===== config.mk =====
export PLATFORM = sky130hd
export DESIGN_NAME = pio_master_seq
export DESIGN_NICKNAME = d
export VERILOG_FILES = /design/src/rtl/pio_seq_pkg.sv /design/src/rtl/pio_master_seq.sv
export SDC_FILE = /design/constraint.sdc
export NUM_CORES = 1
export LEC_CHECK = 0
export BUFFER_PORTS_ARGS = -buffer_cell sky130_fd_sc_hd__buf_2
export CORE_MARGIN = 1
export CORE_UTILIZATION = 40
export CTS_BUF_LIST = sky130_fd_sc_hd__clkbuf_8
export CTS_CLUSTER_DIAMETER = 100
export CTS_CLUSTER_SIZE = 14
export DETAILED_ROUTE_END_ITERATION = 7
export PLACE_DENSITY_LB_ADDON = 0.08
export SLEW_MARGIN = 5
export SYNTH_ARGS = -nofsm -noshare
export SYNTH_HDL_FRONTEND = slang
export SYNTH_SLANG_ARGS = --single-unit

===== constraint.sdc =====
create_clock -name clk -period 2.4 [get_ports clk]
set_clock_uncertainty 0.2 [all_clocks]
set_input_delay 0.48 -clock clk [delete_from_list [all_inputs] [get_ports clk]]
set_output_delay 0.48 -clock clk [all_outputs]
set_load 0.01 [all_outputs]

===== src/rtl/pio_seq_pkg.sv =====
// Shared definitions for the PIO master sequencer.
//   - Command op codes carried on cmd_op.
//   - Register offsets of the 8-bit bidirectional PIO slave.
//   - Sequencer FSM state encoding.
//   - PIO data width.
package pio_seq_pkg;

  localparam int PIO_W = 8;

  localparam logic [2:0] OP_WRITE = 3'd0;
  localparam logic [2:0] OP_READ  = 3'd1;
  localparam logic [2:0] OP_POLL  = 3'd2;
  localparam logic [2:0] OP_SET   = 3'd3;
  localparam logic [2:0] OP_CLR   = 3'd4;

  localparam logic [2:0] REG_DATA = 3'd0;
  localparam logic [2:0] REG_DIR  = 3'd1;
  localparam logic [2:0] REG_SET  = 3'd4;
  localparam logic [2:0] REG_CLR  = 3'd5;

  typedef enum logic [2:0] {
    IDLE,
    WR,
    RD_A,
    RD_D,
    PG,
    PA,
    PD,
    RSP
  } state_e;

endpackage


===== src/rtl/pio_master_seq.sv =====
// Avalon-MM initiator that turns simple commands into bus cycles on the
// 8-bit bidirectional PIO slave (data, direction, bit-set, bit-clear).
//
// Ports:
//   clk, reset_n           clock, asynchronous active-low reset
//   cmd_valid/cmd_ready    command handshake; accepted when both are high
//   cmd_op/addr/data/mask  command fields (WRITE, READ, POLL, SET, CLR)
//   rsp_valid              one-cycle strobe for READ and POLL results
//   rsp_data, rsp_timeout  result sample and poll-gave-up flag (held)
//   address, chipselect,   Avalon master signals to the slave s1 port
//   write_n, writedata
//   readdata               slave read data, valid one cycle after address
//
// Parameters:
//   POLL_TIMEOUT  max poll read iterations before giving up (1..65535)
//   POLL_GAP      idle cycles between successive poll reads (0..255)
//
// Build option:
//   PIO_MASTER_SEQ_TIMEOUT_EN  when defined, POLL gives up after
//   POLL_TIMEOUT reads; otherwise it waits for a match indefinitely and
//   rsp_timeout is always 0.
//
// All outputs are registered: bus and handshake values are computed for the
// next state and loaded together with it.
module pio_master_seq
  import pio_seq_pkg::*;
#(
  parameter int POLL_TIMEOUT = 1024,
  parameter int POLL_GAP     = 0
) (
  input  logic             clk,
  input  logic             reset_n,
  input  logic             cmd_valid,
  output logic             cmd_ready,
  input  logic [2:0]       cmd_op,
  input  logic [2:0]       cmd_addr,
  input  logic [PIO_W-1:0] cmd_data,
  input  logic [PIO_W-1:0] cmd_mask,
  output logic             rsp_valid,
  output logic [PIO_W-1:0] rsp_data,
  output logic             rsp_timeout,
  output logic [2:0]       address,
  output logic             chipselect,
  output logic             write_n,
  output logic [31:0]      writedata,
  input  logic [31:0]      readdata
);

  localparam logic [7:0] GAP_LAST = (POLL_GAP > 0) ? 8'(POLL_GAP - 1) : 8'd0;

  state_e           state_q, state_d;
  logic             ready_q, ready_d;
  logic             rsp_valid_q, rsp_valid_d;
  logic [PIO_W-1:0] rsp_data_q, rsp_data_d;
  logic             rsp_to_q, rsp_to_d;
  logic [2:0]       addr_q, addr_d;
  logic             cs_q, cs_d;
  logic             wn_q, wn_d;
  logic [31:0]      wdata_q, wdata_d;
  logic [PIO_W-1:0] data_q, data_d;
  logic [PIO_W-1:0] mask_q, mask_d;
  logic [7:0]       gap_q, gap_d;
  logic [PIO_W-1:0] sample;
  logic             hit;
  logic             accept;
  logic             unused_rdata;

`ifdef PIO_MASTER_SEQ_TIMEOUT_EN
  localparam logic [15:0] TO_LAST = 16'(POLL_TIMEOUT);
  logic [15:0] iter_q, iter_d, iter_inc;
  assign iter_inc = iter_q + 16'd1;
`else
  localparam int unused_poll_timeout = POLL_TIMEOUT;
`endif

  assign sample       = readdata[PIO_W-1:0];
  assign unused_rdata = ^readdata[31:PIO_W];
  // A zero mask bit excludes that bit, so mask=0 matches immediately.
  assign hit          = ((sample ^ data_q) & mask_q) == '0;
  assign accept       = cmd_valid && ready_q;

  always_comb begin
    state_d    = state_q;
    cs_d       = 1'b0;
    wn_d       = 1'b1;
    addr_d     = addr_q;
    wdata_d    = wdata_q;
    rsp_data_d = rsp_data_q;
    rsp_to_d   = rsp_to_q;
    data_d     = data_q;
    mask_d     = mask_q;
    gap_d      = gap_q;
`ifdef PIO_MASTER_SEQ_TIMEOUT_EN
    iter_d     = iter_q;
`endif
    unique case (state_q)
      IDLE: begin
        if (accept) begin
          // Op and address go straight into the bus registers; only the
          // poll compare value and mask are needed later.
          data_d = cmd_data;
          mask_d = cmd_mask;
`ifdef PIO_MASTER_SEQ_TIMEOUT_EN
          iter_d = '0;
`endif
          case (cmd_op)
            OP_WRITE, OP_SET, OP_CLR: begin
              state_d = WR;
              cs_d    = 1'b1;
              wn_d    = 1'b0;
              wdata_d = 32'(cmd_data);
              addr_d  = (cmd_op == OP_SET) ? REG_SET :
                        (cmd_op == OP_CLR) ? REG_CLR : cmd_addr;
            end
            OP_READ: begin
              state_d = RD_A;
              cs_d    = 1'b1;
              addr_d  = cmd_addr;
            end
            OP_POLL: begin
              state_d = PA;
              cs_d    = 1'b1;
              addr_d  = REG_DATA;
            end
            default: ; // reserved ops: consumed, no bus cycle, no response
          endcase
        end
      end
      WR:   state_d = IDLE;
      RD_A: state_d = RD_D;
      RD_D: begin
        rsp_data_d = sample;
        rsp_to_d   = 1'b0;
        state_d    = RSP;
      end
      PA:   state_d = PD;
      PD: begin
`ifdef PIO_MASTER_SEQ_TIMEOUT_EN
        iter_d = iter_inc;
`endif
        if (hit) begin
          rsp_data_d = sample;
          rsp_to_d   = 1'b0;
          state_d    = RSP;
        end
`ifdef PIO_MASTER_SEQ_TIMEOUT_EN
        else if (iter_inc == TO_LAST) begin
          rsp_data_d = sample;
          rsp_to_d   = 1'b1;
          state_d    = RSP;
        end
`endif
        else if (POLL_GAP > 0) begin
          gap_d   = '0;
          state_d = PG;
        end else begin
          state_d = PA;
          cs_d    = 1'b1;
          addr_d  = REG_DATA;
        end
      end
      PG: begin
        if (gap_q == GAP_LAST) begin
          state_d = PA;
          cs_d    = 1'b1;
          addr_d  = REG_DATA;
        end else begin
          gap_d = gap_q + 8'd1;
        end
      end
      RSP:     state_d = IDLE;
      default: state_d = IDLE;
    endcase
    ready_d     = (state_d == IDLE);
    rsp_valid_d = (state_d == RSP);
  end

  always_ff @(posedge clk or negedge reset_n) begin
    if (!reset_n) begin
      state_q     <= IDLE;
      ready_q     <= 1'b0;
      rsp_valid_q <= 1'b0;
      rsp_data_q  <= '0;
      rsp_to_q    <= 1'b0;
      addr_q      <= '0;
      cs_q        <= 1'b0;
      wn_q        <= 1'b1;
      wdata_q     <= '0;
      data_q      <= '0;
      mask_q      <= '0;
      gap_q       <= '0;
`ifdef PIO_MASTER_SEQ_TIMEOUT_EN
      iter_q      <= '0;
`endif
    end else begin
      state_q     <= state_d;
      ready_q     <= ready_d;
      rsp_valid_q <= rsp_valid_d;
      rsp_data_q  <= rsp_data_d;
      rsp_to_q    <= rsp_to_d;
      addr_q      <= addr_d;
      cs_q        <= cs_d;
      wn_q        <= wn_d;
      wdata_q     <= wdata_d;
      data_q      <= data_d;
      mask_q      <= mask_d;
      gap_q       <= gap_d;
`ifdef PIO_MASTER_SEQ_TIMEOUT_EN
      iter_q      <= iter_d;
`endif
    end
  end

  assign cmd_ready   = ready_q;
  assign rsp_valid   = rsp_valid_q;
  assign rsp_data    = rsp_data_q;
  assign rsp_timeout = rsp_to_q;
  assign address     = addr_q;
  assign chipselect  = cs_q;
  assign write_n     = wn_q;
  assign writedata   = wdata_q;

endmodule


After elaboration in Yosys (flattened, before gate mapping)
Cells that the tools add are included.
- divide/modulo/power cells: 0
- bitwise logic cells: 3
- multiply operators: 0
- muxes and demuxes: 24
- shift operators: 0
- magnitude comparators: 0
- reductions and logical operators: 16
- $add $sub $neg: 1
- eq/ne operators: 17
- operator list (kind ; number):
    3-bit one-hot mux with 3 select lines ; 3
    3-bit 2-to-1 mux ; 7
    3-bit one-hot mux with 7 select lines ; 1
    3-bit == test, second input constant ; 6
    8-bit zero test ; 2
    8-bit one-hot mux with 2 select lines ; 1
    3-bit by 2-bit == test with 1-bit output, second input constant ; 4
    3-bit zero test ; 3
    8-bit by 1-bit adder with 8-bit output, second input constant ; 1
    8-bit bitwise AND ; 1
    1-bit 2-to-1 mux ; 8
    8-bit 2-to-1 mux ; 1
    2-bit != test, second input constant ; 4
    8-bit bitwise XOR ; 1
    3-bit by 1-bit == test with 1-bit output, second input constant ; 2
    2-bit AND reduction ; 3
    5-bit AND reduction ; 1
    5-bit OR reduction ; 1
    4-bit by 1-bit != test with 1-bit output, second input constant ; 1
    1-bit one-hot mux with 3 select lines ; 1
    3-bit AND reduction ; 1
    3-bit nonzero test ; 1
    3-bit OR reduction ; 1
    2-bit 2-to-1 mux ; 1
    5 further kinds ; 5
- bits in writable memories: 0
- word-level logic and storage cells: 73
- ROM bits: 0
- bits in registers: 51
- memories: 0
- bits in latches: 0
- bits of input ports: 57

Longest topological paths before layout
Gate-level depths: netlist of the first run.
- word-level depth: 6
- gate-level depth with buffers: 8
- mapped depth without buffers: 6

Worst setup path before layout of the first run
Ideal clock, no wire load.
- path kind: input port to flip-flop
- start: input port cmd_op[1]
- end: register wdata_q[0] (netlist: writedata[0])
- stages: 5
- library setup time: 0.125 ns
- setup slack: 0.505 ns
- data arrival time: 1.570 ns
- path through: clkbuf_1 -> nor2b_1 -> a21oi_1 -> nor2_4 -> mux2_2
- cells in the longest elaborated chain, start to end: 3
- ends and longest elaborated chain (what ; RTL line ; RTL):
    start: declaration ; pio_master_seq.sv:35 ; input logic [2:0] cmd_op,
    3-bit by 2-bit == test with 1-bit output, or another cell as far along ; pio_master_seq.sv:106 ; case (cmd_op)
    3-bit OR reduction (*) ; pio_master_seq.sv:106 ;
    3-bit AND reduction (no line) (*) ; -- ;
    end signal: assignment ; pio_master_seq.sv:204 ; wdata_q <= wdata_d;
    end: declaration ; pio_master_seq.sv:59 ; logic [31:0] wdata_q, wdata_d;
Every way passes the cells marked *; elsewhere a longest branch is shown, timed or not.
A chain may end at the register's enable or synchronous reset.

Final worst setup path of the first run
- start: register state_q[1]
- end: register rsp_data_q[6] (netlist: rsp_data[6])
- cells in the longest elaborated chain, start to end: 3
- ends and longest elaborated chain (what ; RTL line ; RTL):
    start: declaration ; pio_master_seq.sv:51 ; state_e state_q, state_d;
    start signal: assignment ; pio_master_seq.sv:196 ; state_q <= state_d;
    3-bit == test / 3-bit by 2-bit == test with 1-bit output (equally long branches) ; pio_master_seq.sv:96 ; unique case (state_q)
    2-bit != test (no line) / 2-bit nonzero test (equally long branches) ; -- ;
    2-bit AND reduction (no line) ; -- ;
    end signal: assignment ; pio_master_seq.sv:199 ; rsp_data_q <= rsp_data_d;
    end: declaration ; pio_master_seq.sv:54 ; logic [PIO_W-1:0] rsp_data_q, rsp_data_d;
Parallel ways exist; a longest one is shown, timed or not.

==> results of run 1 <==
## tightest hold or removal path: stages
cell     delay, ps
buf_2           70
nand2_1         40
nand2_1         50
## stage by stage
stage | area [um2] | setup slack [ps] | util (%)
floorplan | 2790 | 505 | -
global placement | 2940 | 327 | 45.8
detailed placement | 2940 | 275 | 45.8
CTS | 3050 | 276 | 47.5
global route | 3050 | 115 | 47.5
finish | 3050 | 313 | 47.5
## cell type report
cell class / instances / area, um2 / area share, %
Tap cell: 77 / 96.3 / 3.16
Clock buffer: 5 / 68.8 / 2.26
Multi-Input combinational cell: 206 / 1230 / 40.5
Inverter: 6 / 22.5 / 0.739
Timing Repair Buffer: 64 / 345 / 11.3
Sequential cell: 50 / 1250 / 41.1
Clock inverter: 3 / 28.8 / 0.944
## path summary, 6_finish.rpt
| path | startpoint | end | slack, ps | depth (start not counted) |
|---|---|---|---|---|
| setup / recovery | state_q[1]$_DFF_PN0_ | rsp_data[6]$_DFFE_PN0P_ | 310 | 6 |
| hold / removal | cmd_mask[0] | mask_q[0]$_DFFE_PN0P_ | 160 | 3 |
| setup reg to reg | state_q[1]$_DFF_PN0_ | rsp_data[6]$_DFFE_PN0P_ | 310 | 6 |
| hold reg to reg | gap_q[7]$_DFFE_PN0P_ | gap_q[7]$_DFFE_PN0P_ | 280 | 1 |
| max in group asynchronous | reset_n | gap_q[6]$_DFFE_PN0P_ | 920 | 3 |
| min in group asynchronous | reset_n | gap_q[2]$_DFFE_PN0P_ | 470 | 2 |
## report_power, final
group / leakage, uW / internal (uW) / switching [uW]
logic: 0.000848 / 639 / 875
clock network: 0.0000506 / 219 / 320
registers: 0.000626 / 1130 / 209
total: 0.00152 / 1980 / 1400
## cell families (layout without fill, tap and decap cells)
kind of cell / Yosys count / count (layout) / synth area share, %
AO/OA/AOI/OAI: 25 / 25 / 7.37
XOR/XNOR: 16 / 16 / 5.19
adder cells (fa/ha/maj): 2 / 2 / 0.927
buffers and inverters: 44 / 78 / 11.1
flip-flops: 50 / 50 / 46.4
multiplexers: 11 / 11 / 4.45
other: 1 / 25 / 0.139
AND/OR/NAND/NOR: 127 / 127 / 24.4
## placed cells by master, fill, tap and decap left out, types with 3 or more instances in the layout
master and count:
nand2_1 64, buf_2 55, dfrtp_1 49, nand4_1 29, conb_1 25, xor2_1 11, nand2b_1 9, mux2_2 8
o211ai_1 8, buf_4 8, inv_1 6, nor2_1 6, xnor2_1 5, clkbuf_8 5, and3_1 4, mux2i_1 3
a22oi_1 3, o21ai_0 3
## registers in the layout (all words and copies together), names as in the netlist, 3 cells and up
register / cells
address: 3
writedata: 8
data_q: 8
mask_q: 8
rsp_data: 8
state_q: 3
gap_q: 8
## per-layer routing
metal  GRT usage [%]  routed length [um]
met4            4.23                  71
met3            3.66                 289
met1            23.6                2710
met5               0                   0
met2            26.0                2560
## repair_timing
item	CTS	global route
gates resized for setup	0	0
hold buffers	1	0
hold endpoints to repair	18	0
==> impl_metrics.toml, run 1 <==
[global_routing]
gr-total-overflow = 0
grt_pass1_vias = 1894
grt_pass1_wl_um = 9380
grt_max_degree = 26
antenna_found_initial = 0
grt_use_total_pct = 16.7

[routing]
drtIter0Drc = 111
final_antenna_net_count = 0
first_pass_iters = 6
via_count = 2027
drc = 16
avgViaCountPerCell = 4.93
finalWirelength_um = 5620
wl_per_cell_um = 13.7

[floorplan]
rows = 29
die_w_um = 84.1
ios = 105
die_area_um2 = 7080
start_util_pct = 42.0
coreArea_um2 = 6420
die_h_um = 84.1

[finish]
nFillCells = 639
area_delta_synth_final_pct = 13.0
fin_cells = 411
final_nets = 392
drive_above_1_share_pct = 26.6
diodes = 0

[logic_synthesis]
ys.flop_type = "dfrtp_1"
synth_common_cells = "nand2_1 (64), dfrtp_1 (49), nand4_1 (29), buf_4 (27), xor2_1 (11)"
yosysMostFrequentCell = "nand2_1"
synth_top_area_share_pct = 45.5
ys_types = 44
synth_area_um2 = 2700
synthArstFlopShare_pct = 100
syn_inst = 276
ys_seq_area_share_pct = 46.4
synth-seq-cells = 50
synth_top_area_cell = "dfrtp_1"
synth_area_leaders = "dfrtp_1 (45%), nand2_1 (8.9%), buf_4 (7.5%)"
avgSynthCellArea_um2 = 9.77
synth_edf_count = 0
yosys_warnings = 0

[worst_setup_path]
critPathKind = "register to register"
crit_top_cell = "nand4_1"
cp_num_buf_inv = 1
slowest_stage = "dfrtp_1"
worstPathMaxFanout = 25
critPathMaxStageDelay_ps = 530
cp.required_ps = 2390
end_kind = "register"
path_cells = "nor3b_4 -> nand4_1 -> a22oi_4 -> buf_4 -> nand2b_1 -> nand4_1"
cp_data_arrival_time_ps = 2070
timing.critical_path.max_delay_family = "simple AND/OR/NAND/NOR gates"
cp-start-kind = "register"

[timing]
hold_slack_ps = 155
rsz0062_at_grt = "false"
fin_setup_tns_ps = 0
slew_violations = 0
report.final.hold_viol_count = 0
fmax_mhz = 479
layout_min_cycle_time_ps = 2090
worstMarginPinSlew_ps = 524
slew_headroom_pct = 65.1
finalSetupViolations = 0
period_share_pct = 87.0

[min_path]
hp-class = "input pin to register"

[outcome]
run_status = "finished, violations left"
violations = "design-rule violations"

[place]
dp.cells = 402
gp_congestion = 0.736
portBuffers = 55
dp_hpwl_um = 4110

[pwr]
p_leak_uw = 0.00152
peakVddDrop_uv = 446
power_uw = 3390
p_per_area_nw_per_um2 = 1110

[run]
maxCapViolations = 0

[clock_tree]
cts_setup_buffers = 0
clkLatencyLatePin_ps = 310
ctsRootBufferMaster = "clkbuf_8"
cts_buffers = 5
cts_tree = "done"
cts.sinks = 50
cts_max_path_buffers = 2
htree_levels = 2
clk_pin_slew_ps = 100
Note: power is estimated with default switching activity, not from simulation.
==> run 2: changes to the inputs <==
Settings changed: ABC_AREA set to 1.
==> run 2 against run 1 <==
Compared with the run above:
- the run now ends clean
- sequential power is essentially flat
- sequential share of layout area is essentially flat
- largest power group is now registers
- first-iteration DRC count shrank 29%
- clock-buffer cell count grew 1
- register-to-register slack gained 270 ps
- sequential cell count is the same
- hold slack gained 14 ps
- global-route usage shrank 0.95 points
==> impl_metrics.toml, run 2 <==
[pwr]
p_per_area_nw_per_um2 = 995
p_clk_share_pct = 16.6
p_sw_uw = 1140
seqPwrFrac_pct = 44.4
p_sw_share_pct = 37.7
pwr-share-comb_pct = 39.0
peakVddDrop_uv = 462
p_int_uw = 1890
p_leak_uw = 0.00175

[worst_setup_path]
cp.required_ps = 2400
worstPathMaxFanout = 25
critPathKind = "register to register"
cp-start-kind = "register"
cp_data_arrival_time_ps = 1820
end_kind = "register"

[logic_synthesis]
ys_types = 30
synth_area_um2 = 2650
synth_area_leaders = "dfrtp_1 (46%), nand2_1 (14%), buf_4 (7.1%)"
ys.flop_type = "dfrtp_1"
synth-seq-cells = 50
ys_seq_area_share_pct = 47.3
yosys_warnings = 0
syn_inst = 306
synth_top_area_cell = "dfrtp_1"
avgSynthCellArea_um2 = 8.66
synth_top_area_share_pct = 46.3
synth_common_cells = "nand2_1 (96), dfrtp_1 (49), inv_1 (35), buf_4 (25), nand3_1 (24)"
synthArstFlopShare_pct = 100
yosysMostFrequentCell = "nand2_1"
synth_edf_count = 0

[global_routing]
antenna_found_initial = 0
gr-total-overflow = 0
grt_pass1_wl_um = 8630
grt_use_total_pct = 15.7
grt_pass1_vias = 1858
grt_max_degree = 51

[floorplan]
die_area_um2 = 6950
die_h_um = 83.4
coreArea_um2 = 6390
ios = 105
die_w_um = 83.4
rows = 29
start_util_pct = 41.5

[finish]
final_nets = 428
area_delta_synth_final_pct = 15.2
fin_cells = 447
drive_above_1_share_pct = 26.5
layout_common_cells = "nand2_1 (96), buf_2 (55), dfrtp_1 (49)"
mostFrequentLayoutCell = "nand2_1"
diodes = 0

[routing]
drc = 0
avgViaCountPerCell = 4.47
first_pass_iters = 4
drtIter0Drc = 79
finalWirelength_um = 5180
via_count = 1997
wl_per_cell_um = 11.6
final_antenna_net_count = 0

[timing]
finalSetupViolations = 0
fin_setup_tns_ps = 0
slew_violations = 0
fmax_mhz = 550
rsz0062_at_grt = "false"
period_share_pct = 75.7
layout_min_cycle_time_ps = 1820
report.final.hold_viol_count = 0

[place]
dp_hpwl_um = 3790
dp.cells = 438
gp_congestion = 0.725
portBuffers = 55

[clock_tree]
cts_buffers = 5
hold_buffers = 1
clkLatencyLatePin_ps = 300
clk_pin_slew_ps = 90
ctsRootBufferMaster = "clkbuf_8"
cts_resized = 0
cts_tree = "done"
htree_levels = 2
cts_max_path_buffers = 2
cts.sinks = 50
cts_setup_buffers = 0

[outcome]
run_status = "complete, no violations"

[min_path]
hp-class = "input pin to register"

[run]
maxCapViolations = 0
==> run 2: cell count changes after synthesis, sizes merged, moves of 4 or more <==
cell | before | now
a21oi | 1 | 7
and3 | 4 | 0
a22oi | 5 | 0
inv | 6 | 39
buf | 34 | 28
nand2b | 9 | 0
o21ai | 6 | 10
o211ai | 8 | 1
clkbuf | 4 | 0
nand2 | 66 | 103
nor2 | 7 | 14
nand3 | 1 | 28
nand4 | 30 | 3
xor2 | 11 | 5
==> run 2: routing by layer <==
layer	global-route usage, %	up-vias	share of wire, %
met4	4.70	0	1.2
met3	2.98	7	4.0
met2	27.5	44	49
met5	0	-	0
met1	19.6	921	46
li1	-	1025	-
==> run 2: final cells by class <==
class	instances	area [um2]
fillers	661	3330
flip-flops and latches	50	1250
multi-input cells	213	1140
repair buffers	60	328
inverters	39	146
well taps	77	96.3
clock buffers	6	82.6
clock inverters	2	8.76
==> run 2: final timing paths <==
| check | slack (ps) | cells past startpoint | endpoint | startpoint |
|---|---|---|---|---|
| worst max register to register | 580 | 7 | mask_q[0]$_DFFE_PN0P_ | state_q[1]$_DFF_PN0_ |
| worst min register to register | 270 | 2 | address[1]$_DFFE_PN0P_ | address[1]$_DFFE_PN0P_ |
| worst max-delay path | 580 | 7 | mask_q[0]$_DFFE_PN0P_ | state_q[1]$_DFF_PN0_ |
| min in group asynchronous | 500 | 3 | gap_q[7]$_DFFE_PN0P_ | reset_n |
| worst min-delay path | 170 | 3 | mask_q[1]$_DFFE_PN0P_ | cmd_mask[1] |
| max in group asynchronous | 1220 | 3 | write_n$_DFF_PN1_ | reset_n |
==> run 2: per-stage QoR <==
step | cell area, um2 | util [%] | total power, uW | hold slack (ps) | worst slack [ps]
floorplan | 2740 | - | 2200 | -15.6 | 748
global placement | 2950 | 46.2 | 2540 | 253 | 525
detailed placement | 2950 | 46.2 | 2560 | 256 | 517
CTS | 3050 | 47.8 | 3080 | 161 | 567
global route | 3050 | 47.8 | 3290 | 172 | 430
finish | 3050 | 47.8 | 3040 | 169 | 582
==> run 2: power groups by stage <==
stage / combinational, uW / clock, uW / sequential (uW)
after global routing: 1340 / 559 / 1390
after CTS: 1200 / 527 / 1350
after detailed placement: 1200 / 0 / 1360
after global placement: 1180 / 0 / 1360
after floorplan: 777 / 0 / 1420
final: 1180 / 505 / 1350
==> run 2: kinds of logic after synthesis <==
family          share of synthesized area, %
fa+ha+maj                              0.945
flops                                   47.3
simple gates                            28.0
xor+xnor                                2.31
compound gates                          3.64
other cells                            0.142
buf+inv                                 13.2
mux                                     4.53
==> run 2: worst max-delay path, cell delays in order, from the launching register on <==
cell,delay (ps)
dfrtp_1,470
inv_2,130
nand3_4,120
nor2_8,150
buf_4,280
inv_1,200
nand2_1,110
nand2_1,50
==> run 3: changes to the inputs <==
Settings changed: ABC_AREA 1 to 0.
Clock period 2.4 ns to 1.7 ns, I/O delays scaled along.
==> run 3 against run 2 <==
Compared with the run above:
- the flow now finishes with violations (design-rule violations, negative setup slack)
- clock-buffer cell count decreased by 1
- cell count shrank 0.45%
- register-to-register slack lost 730 ps
- hold slack got worse by 160 ps
- setup slack got worse by 730 ps
- utilization up 6.5 points
- sequential share of layout area down 5.1 points
- global-route usage up 2.1 points
- wire length grew 12%
- combinational power rose by 130%
- total power rose by 78%
- fmax fell by 1.6%
- critical path type unchanged
- critical endpoint is now rsp_data[7]$_DFFE_PN0P_
==> impl_metrics.toml, run 3 (same netlist as run 1, synthesis figures left out) <==
[global_routing]
grt_pass1_vias = 2190
antenna_found_initial = 0
grt_max_degree = 43
gr-total-overflow = 0
grt_use_total_pct = 17.9
grt_pass1_wl_um = 10100

[worst_setup_path]
r2r_setup_slack_ps = -150
rr_worst_depth = 6
rr_startpoint = "state_q[0]$_DFF_PN0_"
cp_data_arrival_time_ps = 1830
critPathKind = "register to register"
r2r-end = "rsp_data[7]$_DFFE_PN0P_"
cp-start-kind = "register"
end_kind = "register"
cp.required_ps = 1690
worstPathMaxFanout = 25
critPathLaunch = "state_q[0]$_DFF_PN0_"

[routing]
first_pass_iters = 6
avgViaCountPerCell = 4.91
final_antenna_net_count = 0
wl_per_cell_um = 13.0
drc = 11
drtIter0Drc = 174
via_count = 2183
finalWirelength_um = 5800

[timing]
slew_violations = 0
layout_min_cycle_time_ps = 1850
period_share_pct = 109
report.final.hold_viol_count = 0
setup_ws_ps = -146
fmax_mhz = 542
rsz0062_at_grt = "true"
finalSetupViolations = 22

[pwr]
p_per_area_nw_per_um2 = 1550
p_sw_uw = 2150
pwr-share-comb_pct = 51.3
peakVddDrop_uv = 745
p_leak_uw = 0.00174
p_sw_share_pct = 39.8
p_int_uw = 3250
power_uw = 5390
p_clk_share_pct = 14.1
seqPwrFrac_pct = 34.6

[finish]
fin_cells = 445
layout_common_cells = "nand2_1 (64), buf_2 (56), dfrtp_1 (48)"
nFillCells = 606
drive_above_1_share_pct = 36.7
register_area_um2 = 1250
multi_input_area_um2 = 1370
final_nets = 426
mostFrequentLayoutCell = "nand2_1"
diodes = 0
area_delta_synth_final_pct = 29.3
final_util_pct = 54.3

[floorplan]
start_util_pct = 42.0
ios = 105
coreArea_um2 = 6420
die_h_um = 84.1
rows = 29
die_area_um2 = 7080
die_w_um = 84.1

[clock_tree]
clk_pin_slew_ps = 110
htree_levels = 2
clkLatencyLatePin_ps = 310
cts.sinks = 50
ctsRootBufferMaster = "clkbuf_8"
cts_max_path_buffers = 2
cts_buffers = 5
cts_tree = "done"

[run]
maxCapViolations = 0

[place]
dp.cells = 429
portBuffers = 55
gp_congestion = 0.754
dp_hpwl_um = 4210

[outcome]
violations = "design-rule violations, negative setup slack"
run_status = "finished, violations left"

[min_path]
min_from = "cmd_mask[2]"
hp-class = "input pin to register"
whs_path_depth = 3
min_to = "mask_q[2]$_DFFE_PN0P_"
## run 3: per-layer routing
metal  global-route usage [%]  vias to the layer above  part of all wire [%]
met2                     28.4                       60                    46
met1                     24.8                     1027                    49
met4                     4.86                        0                   1.3
met5                        0                        -                     0
li1                         -                     1088                     -
met3                     3.86                        8                   3.9
## run 3: through the flow
step / hold slack, ps / setup WS [ps] / TNS (ps) / cell area [um2]
after floorplan: -156 / -87.9 / -1120 / 2820
after global placement: 19.5 / -228 / -3300 / 3210
after detailed placement: 26.5 / -222 / -3320 / 3210
after CTS: 1.38 / -173 / -2060 / 3430
after global routing: 13.0 / -260 / -3220 / 3490
final: 6.63 / -146 / -1600 / 3490
## run 3: area by class of cell
cell class	count	area share [%]
well taps	77	2.76
inverters	6	0.646
multi-input cells	207	39.4
clock buffers	5	1.97
flip-flops and latches	50	36.0
clock inverters	3	0.825
repair buffers	97	18.5
## run 3: worst max-delay path, cell delays in order (launching register included)
cell and delay [ps]:
dfrtp_2 460, and4bb_4 370, a22oi_2 90, a22oi_4 230
buf_12 170, nand2b_1 110, nand4_1 80
## run 3: power groups by stage
stage	clock network [uW]	logic, uW	registers (uW)
global route	842	3040	1920
floorplan	0	1710	1900
CTS	788	2740	1860
detailed placement	0	2500	1870
finish	761	2770	1860
global placement	0	2460	1860
## run 3: repair_timing
item / 4_1_cts / 5_1_grt
cloned: 2 / 0
pin swaps: 15 / 4
endpoints found under the setup margin: 39 / 41
endpoints found under the hold margin: 40 / 2
gates resized for setup: 21 / 6
hold buffers: 1 / 2
setup buffers: 2 / 1
## run 3: worst max-delay path by stage
stage                                         end  slack, ps  cells after the start
after global placement    rsp_data[7]$_DFFE_PN0P_       -230                      6
after global routing      rsp_data[5]$_DFFE_PN0P_       -260                      6
after CTS                 rsp_data[2]$_DFFE_PN0P_       -170                      6
after floorplan           rsp_data[0]$_DFFE_PN0P_        -90                      6
after detailed placement  rsp_data[2]$_DFFE_PN0P_       -220                      6
final                     rsp_data[7]$_DFFE_PN0P_       -150                      6
